<file path="src/rtl/uart_rx_if.sv">
// uart_rx_if: output bundle of the UART receiver towards its downstream consumer.
//   o_data       received byte, held until the next good frame
//   o_valid      one-cycle pulse, o_data is new
//   o_frame_err  one-cycle pulse, stop bit sampled low
//   o_parity_err one-cycle pulse alongside o_valid on parity mismatch (0 without parity)
// Modports: master = receiver side (drives), slave = consumer side (observes).
interface uart_rx_if #(
  parameter int unsigned NB_DATA = 8
) ();
  logic [NB_DATA-1:0] o_data;
  logic               o_valid;
  logic               o_frame_err;
  logic               o_parity_err;

  modport master (
    output o_data,
    output o_valid,
    output o_frame_err,
    output o_parity_err
  );

  modport slave (
    input o_data,
    input o_valid,
    input o_frame_err,
    input o_parity_err
  );
endinterface

</file>
<file path="src/rtl/uart_rx.sv">
// uart_rx: 16x-oversampling UART receiver, 8N1 (or 8E1), LSB first, idle-high line.
// Optional even parity is enabled by defining the macro UART_RX_PARITY_EN.
// Ports:
//   i_clk      system clock, rising edge
//   i_reset    synchronous active-high reset
//   i_tick     oversampling tick, N_TICKS pulses per bit period
//   i_rx_data  serial line, asynchronous to i_clk
//   rx_if      uart_rx_if.master: o_data / o_valid / o_frame_err / o_parity_err
module uart_rx #(
  parameter int unsigned NB_DATA = 8,
  parameter int unsigned N_TICKS = 16
) (
  input  logic      i_clk,
  input  logic      i_reset,
  input  logic      i_tick,
  input  logic      i_rx_data,
  uart_rx_if.master rx_if
);

  localparam int unsigned TickW = (N_TICKS > 1) ? $clog2(N_TICKS) : 1;
  localparam int unsigned BitW  = $clog2(NB_DATA + 1);

  localparam logic [TickW-1:0] TickMid  = TickW'(N_TICKS / 2 - 1);
  localparam logic [TickW-1:0] TickLast = TickW'(N_TICKS - 1);
  localparam logic [BitW-1:0]  BitLast  = BitW'(NB_DATA - 1);

  typedef enum logic [5:0] {
    StIdle   = 6'b000001,
    StStart  = 6'b000010,
    StData   = 6'b000100,
    StParity = 6'b001000,
    StStop   = 6'b010000,
    StBreak  = 6'b100000
  } state_e;

  state_e             state_q, state_d;
  logic [TickW-1:0]   tick_cnt_q, tick_cnt_d;
  logic [BitW-1:0]    bit_cnt_q, bit_cnt_d;
  logic [NB_DATA-1:0] shift_q, shift_d;
  logic [NB_DATA-1:0] data_q, data_d;
  logic               valid_q, valid_d;
  logic               ferr_q, ferr_d;
  logic               rx_meta_q, rx_sync_q;
`ifdef UART_RX_PARITY_EN
  logic               par_bit_q, par_bit_d;
  logic               perr_q, perr_d;
`endif

  // Sample point reached on this cycle for the current bit period.
  logic mid_hit, end_hit;
  assign mid_hit = i_tick && (tick_cnt_q == TickMid);
  assign end_hit = i_tick && (tick_cnt_q == TickLast);

  always_ff @(posedge i_clk) begin
    if (i_reset) begin
      // Sync FFs reset to the idle level so reset never looks like a start bit.
      rx_meta_q  <= 1'b1;
      rx_sync_q  <= 1'b1;
      state_q    <= StIdle;
      tick_cnt_q <= '0;
      bit_cnt_q  <= '0;
      shift_q    <= '0;
      data_q     <= '0;
      valid_q    <= 1'b0;
      ferr_q     <= 1'b0;
`ifdef UART_RX_PARITY_EN
      par_bit_q  <= 1'b0;
      perr_q     <= 1'b0;
`endif
    end else begin
      rx_meta_q  <= i_rx_data;
      rx_sync_q  <= rx_meta_q;
      state_q    <= state_d;
      tick_cnt_q <= tick_cnt_d;
      bit_cnt_q  <= bit_cnt_d;
      shift_q    <= shift_d;
      data_q     <= data_d;
      valid_q    <= valid_d;
      ferr_q     <= ferr_d;
`ifdef UART_RX_PARITY_EN
      par_bit_q  <= par_bit_d;
      perr_q     <= perr_d;
`endif
    end
  end

  always_comb begin
    state_d    = state_q;
    tick_cnt_d = tick_cnt_q;
    bit_cnt_d  = bit_cnt_q;
    shift_d    = shift_q;
    data_d     = data_q;
    valid_d    = 1'b0;
    ferr_d     = 1'b0;
`ifdef UART_RX_PARITY_EN
    par_bit_d  = par_bit_q;
    perr_d     = 1'b0;
`endif

    unique case (state_q)
      StIdle: begin
        if (!rx_sync_q) begin
          state_d    = StStart;
          tick_cnt_d = '0;
        end
      end

      StStart: begin
        if (mid_hit) begin
          // A line that is high again by mid start bit was a glitch.
          if (!rx_sync_q) begin
            state_d    = StData;
            tick_cnt_d = '0;
            bit_cnt_d  = '0;
          end else begin
            state_d    = StIdle;
          end
        end else if (i_tick) begin
          tick_cnt_d = tick_cnt_q + 1'b1;
        end
      end

      StData: begin
        if (end_hit) begin
          shift_d    = {rx_sync_q, shift_q[NB_DATA-1:1]};
          tick_cnt_d = '0;
          bit_cnt_d  = bit_cnt_q + 1'b1;
          if (bit_cnt_q == BitLast) begin
`ifdef UART_RX_PARITY_EN
            state_d = StParity;
`else
            state_d = StStop;
`endif
          end
        end else if (i_tick) begin
          tick_cnt_d = tick_cnt_q + 1'b1;
        end
      end

      StParity: begin
`ifdef UART_RX_PARITY_EN
        if (end_hit) begin
          par_bit_d  = rx_sync_q;
          tick_cnt_d = '0;
          state_d    = StStop;
        end else if (i_tick) begin
          tick_cnt_d = tick_cnt_q + 1'b1;
        end
`else
        state_d = StIdle;
`endif
      end

      StStop: begin
        if (end_hit) begin
          tick_cnt_d = '0;
          if (rx_sync_q) begin
            data_d  = shift_q;
            valid_d = 1'b1;
`ifdef UART_RX_PARITY_EN
            perr_d  = (^shift_q) ^ par_bit_q;
`endif
            state_d = StIdle;
          end else begin
            ferr_d  = 1'b1;
            state_d = StBreak;
          end
        end else if (i_tick) begin
          tick_cnt_d = tick_cnt_q + 1'b1;
        end
      end

      StBreak: begin
        // Wait out a held-low line so it cannot re-trigger frames.
        if (rx_sync_q) begin
          state_d = StIdle;
        end
      end

      default: begin
        state_d = StIdle;
      end
    endcase
  end

  assign rx_if.o_data      = data_q;
  assign rx_if.o_valid     = valid_q;
  assign rx_if.o_frame_err = ferr_q;
`ifdef UART_RX_PARITY_EN
  assign rx_if.o_parity_err = perr_q;
`else
  assign rx_if.o_parity_err = 1'b0;
`endif

endmodule

</file>
<file path="src/flat_wrapper.sv">
// flat-port wrapper written by rule: the top's interface ports become plain ports
module uart_rx_flat 
#(
  parameter int unsigned NB_DATA = 8,
  parameter int unsigned N_TICKS = 16
)
  (i_clk, i_reset, i_tick, i_rx_data, rx_if_o_data, rx_if_o_valid, rx_if_o_frame_err, rx_if_o_parity_err);
  uart_rx_if #(.NB_DATA(NB_DATA)) rx_if_i ();
  input  logic i_clk;
  input  logic i_reset;
  input  logic i_tick;
  input  logic i_rx_data;
  output wire logic [$bits(rx_if_i.o_data)-1:0] rx_if_o_data;
  output wire logic [$bits(rx_if_i.o_valid)-1:0] rx_if_o_valid;
  output wire logic [$bits(rx_if_i.o_frame_err)-1:0] rx_if_o_frame_err;
  output wire logic [$bits(rx_if_i.o_parity_err)-1:0] rx_if_o_parity_err;
  assign rx_if_o_data = rx_if_i.o_data;
  assign rx_if_o_valid = rx_if_i.o_valid;
  assign rx_if_o_frame_err = rx_if_i.o_frame_err;
  assign rx_if_o_parity_err = rx_if_i.o_parity_err;
  uart_rx #(.NB_DATA(NB_DATA), .N_TICKS(N_TICKS)) u_core (.i_clk(i_clk), .i_reset(i_reset), .i_tick(i_tick), .i_rx_data(i_rx_data), .rx_if(rx_if_i));
endmodule
</file>
<file path="config.mk">
export PLATFORM = sky130hd
export DESIGN_NAME = uart_rx_flat
export DESIGN_NICKNAME = d
export VERILOG_FILES = /design/src/rtl/uart_rx_if.sv /design/src/rtl/uart_rx.sv /design/src/flat_wrapper.sv
export SDC_FILE = /design/constraint.sdc
export NUM_CORES = 1
export LEC_CHECK = 0
export CAP_MARGIN = 10
export CORE_MARGIN = 8
export CORE_UTILIZATION = 50
export CTS_CLUSTER_DIAMETER = 150
export CTS_CLUSTER_SIZE = 40
export DETAILED_ROUTE_END_ITERATION = 10
export GPL_TIMING_DRIVEN = 0
export PLACE_DENSITY = 0.74
export SYNTH_ARGS = -nofsm -noshare
export SYNTH_HDL_FRONTEND = slang
export SYNTH_SLANG_ARGS = --single-unit
</file>
<file path="constraint.sdc">
create_clock -name i_clk -period 1.6 [get_ports i_clk]
set_input_delay 0.48 -clock i_clk [delete_from_list [all_inputs] [get_ports i_clk]]
set_output_delay 0.48 -clock i_clk [all_outputs]
set_load 0.03 [all_outputs]
</file>
# == After elaboration in Yosys (flattened, before gate mapping) ==
# Index checks and enable logic that the tools add are counted.
# totals
ff_bits,34
elab_cells,58
# classes
n_addsub,2
n_eq_ne,15
muxes,20
bitwise_logic,2
n_reduce_logical,10
# op_table
op,count
6-bit 2-to-1 mux,7
6-bit one-hot mux with 5 select lines,1
4-bit 2-to-1 mux,7
4-bit one-hot mux with 3 select lines,1
"2-bit by 1-bit != test with 1-bit output, second input constant",5
"4-bit by 1-bit adder with 4-bit output, second input constant",2
"4-bit by 3-bit equality test with 1-bit output, second input constant",2
4-bit one-hot mux with 2 select lines,1
"6-bit by 1-bit equality test with 1-bit output, second input constant",1
"6-bit by 2-bit equality test with 1-bit output, second input constant",1
"6-bit by 3-bit equality test with 1-bit output, second input constant",1
"6-bit by 5-bit equality test with 1-bit output, second input constant",1
"6-bit equality test, second input constant",1
6-bit AND reduction,1
"4-bit equality test, second input constant",1
"2-bit != test, second input constant",2
4-bit AND reduction,1
3-bit 2-to-1 mux,1
3-bit AND reduction,1
3-bit nonzero test,1
3-bit OR reduction,1
1-bit logical AND,2
1-bit 2-to-1 mux,2
1-bit inverter,2
3 further kinds,3

# == Depth between registers and ports, before layout ==
# logic_depth
depth_word,4
ltp_mapped,7
ltp_nobuf,6

# == Least setup slack after synthesis ==
# OpenSTA, ideal clock, no wires.
# synth_path
path_kind,reg2reg
startpoint,register u_core.state_q[2]
endpoint,register u_core.tick_cnt_q[0]
arrival_ns,1.555
required_time_ns,1.479
setup_slack_ns,-0.075
stages_incl_launch_ff,7
path_buffers,1
period_less_slack_ns,1.675
cell_sequence,dfxtp_1 > buf_6 > or3_4 > nor3b_4 > a31oi_1 > o21ba_1 > mux2_2
# synth_via
elab_chain_len,3
word_cells_on_any_way,7
cone_classes,eq/ne: 4; mux: 1; reduce/logical: 2
# synth_lines
element,line_no,rtl
start: declaration,uart_rx.sv:36,"state_e state_q, state_d;"
start signal: assignment,uart_rx.sv:59,state_q <= StIdle;
start signal: assignment,uart_rx.sv:73,state_q <= state_d;
6-bit by 3-bit equality test with 1-bit output or 6-bit by 5-bit equality test with 1-bit output (tied branches),uart_rx.sv:100,unique case (state_q)
2-bit OR reduction (no line),-,
4-bit one-hot mux with 3 select lines or 3-bit nonzero test (tied branches),-,
end signal: assignment,uart_rx.sv:74,tick_cnt_q <= tick_cnt_d;
end: declaration,uart_rx.sv:37,"logic [TickW-1:0] tick_cnt_q, tick_cnt_d;"
# Parallel ways exist; a longest one is shown, timed or not.
# A chain may end at the register's enable or synchronous reset.

# == Final worst setup path ==
# layout_path
startpoint,register u_core.tick_cnt_q[1]
endpoint,register u_core.state_q[4]
# layout_via
elab_chain_len,4
word_cells_on_any_way,8
cone_classes,eq/ne: 5; reduce/logical: 3
# layout_lines
element,line_no
4-bit equality test or 4-bit by 3-bit equality test with 1-bit output (tied branches),"uart_rx.sv:52, uart_rx.sv:51"
"1-bit logical AND, on equally long branches","uart_rx.sv:52, uart_rx.sv:51"
2-bit by 1-bit != test with 1-bit output (no line),-
6-bit AND reduction (no line) *,-
# Every way passes the cells marked *; elsewhere a longest branch is shown, timed or not.

==> results.py <==
metrics = {
    "status": {
        "status": "finished, violations left",
        "violations": "negative setup slack",
    },
    "setup_path": {
        "cp_max_fo": 4,
        "crit_arrival_ns": 1.98,
        "timing.critical_path.from_type": "flip-flop",
        "critPathKind": "flip-flop to flip-flop",
        "critPathCaptureType": "flip-flop",
        "worst_ep_required_time_ns": 1.82,
    },
    "timing": {
        "setup-violations-final": 13,
        "post-route-min-period_ns": 1.76,
        "slew-limit-headroom_pct": 66.0,
        "skew_ns": 0.00804,
        "hold_viol_final": 0,
        "period_share_pct": 110,
        "worst_pin_slew_ns": 0.510,
        "finalMaxSlewViolations": 0,
        "rsz0062_at_grt": "true",
        "timing.fmax_mhz": 567,
        "timing.final.ws_setup_ns": -0.165,
        "hold_ws_ns": 0.432,
    },
    "route": {
        "drtAntennaViolNets": 0,
        "post_drt_wl_per_cell_um": 15.4,
        "wl_um": 4030,
        "via_per_inst": 5.51,
        "firstDrtPassIters": 4,
        "vias": 1439,
        "drt_iter0_drc": 62,
        "drc": 0,
    },
    "clocking": {
        "numCtsBuffers": 5,
        "hold_buffers": 0,
        "cts.path.max_buffers": 2,
        "cts_tree": "done",
        "cts.sinks": 33,
        "cts_root_buf": "clkbuf_4",
        "clock_latency_ns": 0.34,
        "path_clk_slew_ns": 0.11,
        "htreeDepth": 2,
    },
    "floorplan": {
        "chipWidth_um": 73.5,
        "dieArea_sq_um": 5400,
        "core_sq_um": 3260,
        "initial_utilization_pct": 50.7,
        "pin_count": 15,
        "die_h_um": 73.5,
        "rows": 21,
    },
    "placed_design": {
        "place.gp.congestion": 0.850,
        "place_hpwl_um": 2520,
        "placed_area_sq_um": 1840,
        "dp_slack_ns": -0.705,
        "io_buffer_count": 13,
    },
    "hold_path": {
        "min_path_type": "flip-flop to flip-flop",
    },
    "pwr": {
        "p_sw_w": 0.000685,
        "p_leak_nw": 0.926,
        "power_w": 0.00206,
        "sw_frac_of_total_pct": 33.3,
        "sequentialPowerShare_pct": 44.0,
        "p_clk_share_pct": 22.5,
        "p_per_area_nw_per_um2": 932,
        "combPwrFrac_pct": 33.6,
        "vdd_drop_max_mv": 0.694,
        "intPower_w": 0.00137,
    },
    "global_routing": {
        "grt_pass1_vias": 1426,
        "antenna_found_initial": 0,
        "grt_max_degree": 12,
        "overflow": 0,
        "grt_pass1_wl_um": 6410,
        "grt_use_total_pct": 15.1,
    },
    "finish": {
        "design_area_sq_um": 2210,
        "syn2layout_area_growth_pct": 33.6,
        "nets": 220,
        "final_cell_mix": "30 x nor2_1, 24 x dfxtp_1, 20 x buf_4, 17 x mux2i_1, 7 x dfxtp_2",
        "drive_above_1_share_pct": 38.6,
        "final_common_cell": "nor2_1",
        "diodes": 0,
    },
    "flow_run": {
        "max_cap_viol_count": 0,
    },
    "synth": {
        "synth_enable_flop_cells": 0,
        "avgSynthCellArea_sq_um": 9.44,
        "seq_area_frac_synth_pct": 40.0,
        "netlist_instances": 175,
        "synth_ff_type": "dfxtp_1",
        "ys_warn_count": 0,
        "synth.cell_area_sq_um": 1650,
        "synth_fp_nets": 181,
        "ys_async_sr_fraction_pct": 0,
        "ys_seq_elements": 33,
        "synth_cell_type_count": 54,
    },
}
-- sequential cells by signal, indices dropped and copies added, names as in the netlist --
name	flops
u_core.rx_meta_q	1
u_core.shift_q	8
u_core.tick_cnt_q	4
u_core.rx_sync_q	1
u_core.bit_cnt_q	4
u_core.rx_if.o_valid	1
u_core.rx_if.o_data	8
u_core.rx_if.o_frame_err	1
u_core.state_q	5
-- timing repair --
action                                  CTS  global route
gates resized for setup                  35            30
buffers inserted                         12            10
endpoints found under the setup margin   40            30
pin swaps                                12            14
endpoints found under the hold margin     0             0
cloned                                    0             1
-- kinds of logic after synthesis --
group	count (synthesis)	share of synthesized area, %
AND/OR/NAND/NOR	72	25.2
flip-flops	33	40.0
AO/OA/AOI/OAI	28	12.1
multiplexers	19	11.6
buffers and inverters	15	6.21
XOR/XNOR	5	3.11
adder cells (fa/ha/maj)	2	1.51
other	1	0.227
-- path summary, 6_finish.rpt --
check	from	end	slack (ns)	depth (start not counted)
hold reg to reg	u_core.rx_meta_q	u_core.rx_sync_q	0.43	1
setup / recovery	u_core.tick_cnt_q[1]	u_core.state_q[4]	-0.16	7
setup reg to reg	u_core.tick_cnt_q[1]	u_core.state_q[4]	-0.16	7
hold / removal	u_core.rx_meta_q	u_core.rx_sync_q	0.43	1
-- final cells by class --
| class | instances | area [sq um] |
|---|---|---|
| Fill cell | 260 | 1050 |
| Multi-Input combinational cell | 128 | 1030 |
| Sequential cell | 33 | 677 |
| Timing Repair Buffer | 35 | 304 |
| Buffer | 8 | 72.6 |
| Tap cell | 46 | 57.6 |
| Clock buffer | 5 | 37.5 |
| Clock inverter | 3 | 17.5 |
| Inverter | 3 | 11.3 |
-- stage by stage --
stage                     setup TNS (ns)  utilization [%]  instances
final                             -0.684             67.7        261
after global routing               -2.36             67.7        261
after CTS                         -0.390             63.4        251
after detailed placement          -18.41             56.5        234
after global placement            -17.32             56.5        234
after floorplan                  -0.0145                -        175
-- worst max-delay path, cell delays in order, from the launching register on --
cell and delay, ns:
dfxtp_2 0.37, ha_4 0.15, nand4b_1 0.19, and3_4 0.22, nor4_4 0.33, buf_4 0.21, nand2b_4 0.13, a21oi_2 0.05
-- per-layer routing --
layer | vias up | wire length [um] | GRT usage, %
met5 | - | 0 | 0
met4 | 0 | 104 | 6.87
met3 | 11 | 214 | 4.37
met2 | 47 | 2050 | 25.9
met1 | 684 | 1660 | 16.5
li1 | 697 | - | -
-- synthesized netlist by cell type (4+ instances only) --
library cell  instances  area (sq um)
o21ai_0               4          20.0
buf_6                 5          56.3
mux2i_1              18           180
a21oi_1               7          35.0
nand3_1               5          25.0
nand2_1               4          15.0
or2_2                 4          25.0
dfxtp_1              33           661
nor2_1               32           120
-- power by group through the flow --
stage / clock (W) / sequential (W) / combinational [W]
floorplan: 0 / 0.000871 / 0.000407
global route: 0.000515 / 0.000907 / 0.000731
finish: 0.000461 / 0.000904 / 0.000690
global placement: 0 / 0.000872 / 0.000482
CTS: 0.000475 / 0.000902 / 0.000585
detailed placement: 0 / 0.000872 / 0.000493
(Power assumes the default switching activity.)
